--- src/rtl/pwm_capture.sv ---
// Single-channel PWM input capture: high time and rise-to-rise period in prescaled ticks.
// Input rise sampled at edge k gives valid_o in the cycle after edge k+STAGE+1.
module pwm_capture #(
  parameter int CNT_WIDTH  = 32,
  parameter int PSCR_WIDTH = 16,
  parameter int STAGE      = 2
) (
  input  logic                  clk_i,
  input  logic                  rst_i,
  input  logic                  en_i,
  input  logic                  clr_i,
  input  logic [PSCR_WIDTH-1:0] div_i,
  input  logic                  irq_en_i,
  input  logic                  irq_clr_i,
  input  logic                  pwm_i,
  output logic [CNT_WIDTH-1:0]  period_o,
  output logic [CNT_WIDTH-1:0]  high_o,
  output logic                  valid_o,
  output logic                  busy_o,
  output logic                  ovf_o,
  output logic                  irq_o
);

  typedef enum logic [1:0] {S_IDLE, S_ARM, S_HIGH, S_LOW} state_t;

  state_t                r_state;
  state_t                w_state_nxt;
  logic [STAGE-1:0]      r_sync;
  logic                  r_hist;
  logic [PSCR_WIDTH-1:0] r_div;
  logic [PSCR_WIDTH-1:0] r_psc;
  logic [CNT_WIDTH-1:0]  r_cnt;
  logic [CNT_WIDTH-1:0]  r_high_q;
  logic                  r_cap_d;

  logic                  w_sync;
  logic                  w_rise;
  logic                  w_fall;
  logic                  w_tick;
  logic                  w_busy;
  logic [PSCR_WIDTH-1:0] w_div_eff;
  logic [CNT_WIDTH-1:0]  w_cnt_nxt;
  logic                  w_load_div;
  logic                  w_start;
  logic                  w_cap_high;
  logic                  w_cap_per;
  logic                  w_sat;

  assign w_sync    = r_sync[STAGE-1];
  assign w_rise    = w_sync & ~r_hist;
  assign w_fall    = ~w_sync & r_hist;
  assign w_div_eff = (div_i == '0) ? PSCR_WIDTH'(1) : div_i;
  assign w_tick    = (r_psc == (r_div - PSCR_WIDTH'(1)));
  assign w_cnt_nxt = r_cnt + CNT_WIDTH'(w_tick);
  assign w_busy    = (r_state == S_HIGH) || (r_state == S_LOW);
  assign busy_o    = w_busy;

  always_ff @(posedge clk_i) begin
    if (rst_i) begin
      r_state <= S_IDLE;
    end else if (clr_i) begin
      r_state <= en_i ? S_ARM : S_IDLE;
    end else begin
      r_state <= w_state_nxt;
    end
  end

  // Disable beats saturation, which beats edge events.
  always_comb begin
    w_state_nxt = r_state;
    w_load_div  = 1'b0;
    w_start     = 1'b0;
    w_cap_high  = 1'b0;
    w_cap_per   = 1'b0;
    w_sat       = 1'b0;
    if (!en_i) begin
      w_state_nxt = S_IDLE;
    end else begin
      case (r_state)
        S_IDLE: begin
          w_state_nxt = S_ARM;
          w_load_div  = 1'b1;
        end
        S_ARM: begin
          if (w_rise) begin
            w_state_nxt = S_HIGH;
            w_start     = 1'b1;
          end
        end
        S_HIGH: begin
          if (w_tick && (&r_cnt)) begin
            w_state_nxt = S_ARM;
            w_sat       = 1'b1;
          end else if (w_fall) begin
            w_state_nxt = S_LOW;
            w_cap_high  = 1'b1;
          end
        end
        S_LOW: begin
          if (w_tick && (&r_cnt)) begin
            w_state_nxt = S_ARM;
            w_sat       = 1'b1;
          end else if (w_rise) begin
            w_state_nxt = S_HIGH;
            w_cap_per   = 1'b1;
            w_start     = 1'b1;
          end
        end
        default: w_state_nxt = S_IDLE;
      endcase
    end
  end

  always_ff @(posedge clk_i) begin
    if (rst_i || clr_i) begin
      r_sync   <= '0;
      r_hist   <= 1'b0;
      r_div    <= (!rst_i && en_i) ? w_div_eff : PSCR_WIDTH'(1);
      r_psc    <= '0;
      r_cnt    <= '0;
      r_high_q <= '0;
      r_cap_d  <= 1'b0;
      period_o <= '0;
      high_o   <= '0;
      valid_o  <= 1'b0;
      ovf_o    <= 1'b0;
      irq_o    <= 1'b0;
    end else begin
      r_sync  <= {r_sync[STAGE-2:0], pwm_i};
      r_hist  <= w_sync;
      r_cap_d <= w_cap_per;
      valid_o <= r_cap_d;
      if (w_load_div) begin
        r_div <= w_div_eff;
      end
      if (w_start || (w_state_nxt == S_IDLE) || (w_state_nxt == S_ARM)) begin
        r_cnt <= '0;
        r_psc <= '0;
      end else if (w_busy) begin
        r_cnt <= w_cnt_nxt;
        r_psc <= w_tick ? '0 : r_psc + PSCR_WIDTH'(1);
      end
      if (w_cap_high) begin
        r_high_q <= w_cnt_nxt;
      end
      if (w_cap_per) begin
        period_o <= w_cnt_nxt;
        high_o   <= r_high_q;
      end
      if (w_sat) begin
        ovf_o <= 1'b1;
      end
      if (r_cap_d && irq_en_i) begin
        irq_o <= 1'b1;
      end else if (irq_clr_i) begin
        irq_o <= 1'b0;
      end
    end
  end

endmodule
--- config.mk ---
export PLATFORM = sky130hd
export DESIGN_NAME = pwm_capture
export DESIGN_NICKNAME = d
export VERILOG_FILES = /design/src/rtl/pwm_capture.sv
export SDC_FILE = /design/constraint.sdc
export NUM_CORES = 1
export LEC_CHECK = 0
export ABC_AREA = 1
export CAP_MARGIN = 20
export CORE_MARGIN = 5
export CORE_UTILIZATION = 45
export CTS_CLUSTER_SIZE = 25
export DETAILED_ROUTE_END_ITERATION = 8
export PLACE_DENSITY = 0.66
export SYNTH_ARGS = -nofsm -noshare
export SYNTH_HDL_FRONTEND = slang
export SYNTH_SLANG_ARGS = --single-unit
--- constraint.sdc ---
create_clock -name clk_i -period 8 [get_ports clk_i]
set_input_delay 1.2 -clock clk_i [delete_from_list [all_inputs] [get_ports clk_i]]
set_output_delay 1.2 -clock clk_i [all_outputs]
set_load 0.005 [all_outputs]
After elaboration in Yosys (flattened, before gate mapping)
Cells that the tools add are included.

Register bits after elaboration: 169. Input bits: 23. Output and inout port bits: 68. Logic and storage cells: 71.

Add/subtract/negate cells: 3. Eq/ne operators: 5. Multiplexer cells: 30. Bitwise logic cells: 4. Reductions and logical operators: 16.

Operators with widths (count): 16-bit two-way mux (5); 32-bit by 1-bit adder with 32-bit output (1); 32-bit AND reduction (1); 1-bit two-way mux (17); 16-bit by 1-bit adder with 16-bit output (second input constant) (1); 16-bit equality test (1); 16-bit zero test (1); 16-bit by 1-bit subtractor with 16-bit output (second input constant) (1); 2-bit two-way mux (6); 2-bit one-hot mux with 4 select lines (1); 2-bit by 1-bit equality test with 1-bit output (second input constant) (2); 2-bit equality test (second input constant) (2); 2-bit zero test (2); 1-bit logical OR (4); 2-bit nonzero test (2); 2-bit OR reduction (2); 1-bit logical AND (3); 1-bit bitwise AND (2); 1-bit NOT (2); 1-bit one-hot mux with 2 select lines (1); 1-bit zero test (1).

Longest topological paths before layout
Depth in word-level cells: 10. Mapped depth: 23. Mapped depth without buffers: 23.

Worst setup path before layout
No wires, ideal clock.

Kind: register to register. Start point: register r_div[0]. End point: register period_o[30]. Setup time: 0.064 ns. Arrival: 3.315 ns. Required time: 7.936 ns. Setup slack: 4.621 ns. Stages on the path, launching flop included: 23. Buffers on the path: 0. Period minus slack after synthesis: 3.379 ns. Path through: edfxtp_1 -> inv_1 -> ha_1 -> nand2_2 -> nor2_4 -> nand2_1 -> nand2_1 -> nand2_1 -> nor2_1 -> nand3_1 -> nor2_4 -> ha_1 -> ha_1 -> inv_1 -> nor2_1 -> nand2_1 -> nor3b_1 -> nand2_1 -> nor2_1 -> nand4_1 -> xnor2_1 -> nor2_1 -> nor2_1.

Longest elaborated chain between the ends: 6. Elaborated cells between the ends (all ways): 7. Classes of those cells: add/sub (2); eq/ne (1); mux (3); reduce/logical (1).

RTL lines: from (decl) (RTL line 30) `logic [PSCR_WIDTH-1:0] r_div;`; from (signal assigned) (RTL line 118) `r_div <= (!rst_i && en_i) ? w_div_eff : PSCR_WIDTH'(1);`; from (signal assigned) (RTL line 134) `r_div <= w_div_eff;`; 16-bit by 1-bit subtractor with 16-bit output * (RTL line 53) `assign w_tick = (r_psc == (r_div - PSCR_WIDTH'(1)));`; 16-bit equality test * (RTL line 53); branches (longest 4 deep; another with 32-bit by 1-bit adder with 32-bit output); to (signal assigned) (RTL line 147) `period_o <= w_cnt_nxt;`; to (decl) (RTL line 16) `output logic [CNT_WIDTH-1:0] period_o,`.

Mark *: on every way between the ends. A chain may end at the register's enable or synchronous reset.

Worst setup path in the final report
Start point: register r_div[0]. End point: register r_high_q[30].

Longest elaborated chain between the ends: 6. Elaborated cells between the ends (all ways): 7. Classes of those cells: add/sub (2); eq/ne (1); mux (3); reduce/logical (1).

RTL lines: 16-bit by 1-bit subtractor with 16-bit output * (RTL line 53); 16-bit equality test * (RTL line 53); branches (longest 4 deep; another with 32-bit by 1-bit adder with 32-bit output); to (signal assigned) (RTL line 144) `r_high_q <= w_cnt_nxt;`; to (decl) (RTL line 33) `logic [CNT_WIDTH-1:0] r_high_q;`.

Marks and branches as above.

==> flow_summary.yaml <==
job:
  maxCapViolCount: 0
floorplanning:
  pin_count: 91
  core-area_sq_um: 18830
  die_area_sq_um: 22110
  die_w_microns: 148.7
  rows: 50
  initial_core_util_pct: 45.96
  die_h_microns: 148.7
final_layout:
  n_antenna_cell: 0
  finalNetCount: 1412
  final_area_sq_um: 10280
  nFillCells: 1898
  syn_to_final_growth_pct: 18.77
  layout-drive-gt1-share_pct: 4.363
setup_path:
  crit_buf_inv: 2
  worstReg2RegStart: "r_div[0]$_DFFE_PP_"
  rrSetupSlack_ns: 3.96
  cp.depth: 22
  endpoint_kind: "register"
  crit_family: "simple AND/OR/NAND/NOR gates"
  crit_chain: "inv_1, ha_1, nand2_1, nor2_1, nor2_1, nor2_1, nand3_1, nor2_1, nand3_2, nor2_4, ha_1, ha_1, inv_1, nor2_1, nand2_1, nor3b_1, nand2_1, nor2_1, nand4_1, xnor2_1, nor2_1, nor2_1"
  path_max_fanout: 7
  rr_worst_depth: 22
  r2r_end: "r_high_q[30]$_SDFFE_PN0P_"
  crit_type: "register to register"
  start_kind: "register"
  cp_common_cell: "nor2_1"
  crit_required_ns: 8.36
  critPathMaxStageDelay_ns: 0.38
  critPathArrivalTime_ns: 4.41
  cpMaxStageDelayCell: "edfxtp_1"
sta:
  hold_viol: 0
  setup_violations: 0
  report.final.slew_viol_count: 0
  fin_ws_ns: 3.956
  post-route-period-util_pct: 50.55
  clock_skew_ns: 0.01216
  relSlewSlack_pct: 29.85
  fin_setup_tns_ns: 0
  rsz0062_at_grt: "false"
  worstMarginPinSlew_ns: 1.052
  fmax_ghz: 0.2473
  finalCriticalPeriod_ns: 4.044
logic_synthesis:
  syn_avg_cell_area_sq_um: 6.556
  dominantRegCellSynth: "dfxtp_1"
  netlist_top_cells_count: "nand2_1, nor2_1, inv_1"
  synth_area_leaders: "dfxtp_1, nand2_1, nor2_1, inv_1, edfxtp_1"
  syn_area_sq_um: 8655
  synth_top_area_cell: "dfxtp_1"
  synth_cells: 1320
  seq_area_frac_synth_pct: 40.94
  syn_nets: 1347
  ys_ff_latch: 169
  synth_top_area_share_pct: 35.39
  yosys.cell_count.top_type: "nand2_1"
  ys_types: 37
  async_flop_share_pct: 0
  synth_edf_count: 16
  yosys_warnings: 0
routing:
  drt_wl_total_microns: 21950
  vias_per_cell: 4.776
  ant_nets: 0
  drt_pass1_iterations: 5
  vias: 7919
  drc: 0
  initialDrtViolationCount: 488
  wire_per_inst_microns: 13.24
clock_tree:
  clock_sinks: 169
  clock_latency_ns: 0.43
  ctsResizeCount: 0
  cts_setup_buffers: 0
  htree_levels: 4
  postCtsHoldBufs: 0
  cts_root_buf: "clkbuf_16"
  clk_pin_slew_ns: 0.06
  cts_buffer_depth: 2
  cts_tree: "done"
  cts_buffers: 17
grt:
  grt_max_degree: 109
  antenna_found_initial: 0
  track_usage_pct: 20.15
  grt_overflow_total: 0
  grt_pass1_wl_microns: 36110
  grt_pass1_vias: 7158
placed_design:
  dpl.hpwl_microns: 15750
  postPlaceCellArea_sq_um: 9703
  place_congestion: 0.9309
  pre_cts_slack_ns: 3.991
  port_buffers: 90
run_status:
  status: "complete, no violations"
worst_hold_path:
  holdCritPathClass: "register to register"
  whs_path_depth: 2
  whs_endpoint: "r_sync[1]$_SDFF_PN0_"
  hold_start: "r_sync[0]$_SDFF_PN0_"
power_and_ir_drop:
  leakagePower_nw: 4.647
  pwr_density_cell_nw_per_um2: 170.1
  vdd_drop_max_mv: 0.1535
==> tightest hold or removal path, stage by stage (launching register included) <==
cell and delay, ns:
dfxtp_1 0.30, inv_1 0.04, nor2_1 0.03
==> worst max path at each step <==
stage / to / startpoint / slack, ns
finish: r_high_q[30]$_SDFFE_PN0P_ / r_div[0]$_DFFE_PP_ / 3.96
global route: r_high_q[30]$_SDFFE_PN0P_ / r_div[0]$_DFFE_PP_ / 3.51
CTS: r_high_q[30]$_SDFFE_PN0P_ / r_div[0]$_DFFE_PP_ / 3.94
detailed placement: r_high_q[30]$_SDFFE_PN0P_ / r_div[0]$_DFFE_PP_ / 3.99
global placement: period_o[30]$_SDFFE_PN0P_ / r_div[0]$_DFFE_PP_ / 4.14
floorplan: period_o[30]$_SDFFE_PN0P_ / r_div[0]$_DFFE_PP_ / 4.62
==> power by group <==
part / switching, mW / total (mW) / leakage [nW] / internal [mW]
combinational: 0.0596 / 0.0961 / 2.97 / 0.0365
clock: 0.366 / 0.780 / 0.273 / 0.414
sequential: 0.00903 / 0.872 / 1.41 / 0.863
==> stage by stage <==
step / cells / total power, mW / hold slack [ns] / util (%)
2_1_floorplan: 1320 / 0.9549 / 0.3936 / -
3_5_place_dp: 1625 / 0.9858 / 0.4061 / 51.53
3_3_place_gp: 1625 / 0.9851 / 0.4033 / 51.53
6_report: 1658 / 1.748 / 0.4120 / 54.58
5_1_grt: 1658 / 1.821 / 0.4447 / 54.58
4_1_cts: 1657 / 1.762 / 0.4154 / 54.48
==> cell usage in the layout (no fill, tap or decap), types with 2 or more instances in the layout <==
master | netlist | layout
nand2_1 | 339 | 339
nor2_1 | 280 | 279
inv_1 | 192 | 192
dfxtp_1 | 153 | 152
clkdlybuf4s50_1 | 0 | 90
nand3_1 | 63 | 63
a21oi_1 | 45 | 45
xor2_1 | 42 | 42
nand4_1 | 36 | 36
nor3_1 | 31 | 30
clkbuf_16 | 0 | 17
o21ai_0 | 16 | 16
edfxtp_1 | 16 | 16
xnor2_1 | 10 | 10
nor4_1 | 8 | 8
buf_4 | 3 | 8
nand3b_1 | 7 | 7
nor2_2 | 4 | 4
nor2_4 | 3 | 4
ha_1 | 4 | 4
inv_8 | 0 | 3
inv_6 | 0 | 3
clkinv_4 | 0 | 3
clkinv_2 | 0 | 3
or2_2 | 2 | 2
inv_2 | 2 | 2
and3_1 | 2 | 2
clkinvlp_4 | 0 | 2
==> logic make-up after synthesis <==
family	after synthesis	synth area share (%)
XOR/XNOR	52	5.262
adder cells (fa/ha/maj)	4	0.5783
buffers and inverters	247	11.38
AND/OR/NAND/NOR	782	37.86
flip-flops	169	40.94
AO/OA/AOI/OAI	66	3.976
==> layer usage <==
layer / GRT usage (%) / share of wire, % / vias up
li1: - / - / 4188
met1: 28.40 / 47 / 3487
met2: 31.46 / 45 / 209
met3: 3.595 / 5.6 / 35
met4: 6.282 / 2.0 / 0
met5: 0 / 0 / -
==> cell type report <==
type	count	area, sq um	share of cell area (%)
Multi-Input combinational cell	904	4144	40.32
Clock inverter	14	116.4	1.132
Sequential cell	169	3545	34.49
Timing Repair Buffer	99	980.9	9.544
Tap cell	260	325.3	3.165
Inverter	194	728.2	7.085
Clock buffer	18	439.2	4.273
==> registers in the layout (all words and copies together), names as in the netlist <==
name      cells
r_div        16
r_psc        16
r_high_q     32
r_state       2
r_cnt        32
irq_o         1
r_hist        1
r_sync        2
ovf_o         1
r_cap_d       1
valid_o       1
high_o       32
period_o     32
(Power assumes the default switching activity.)
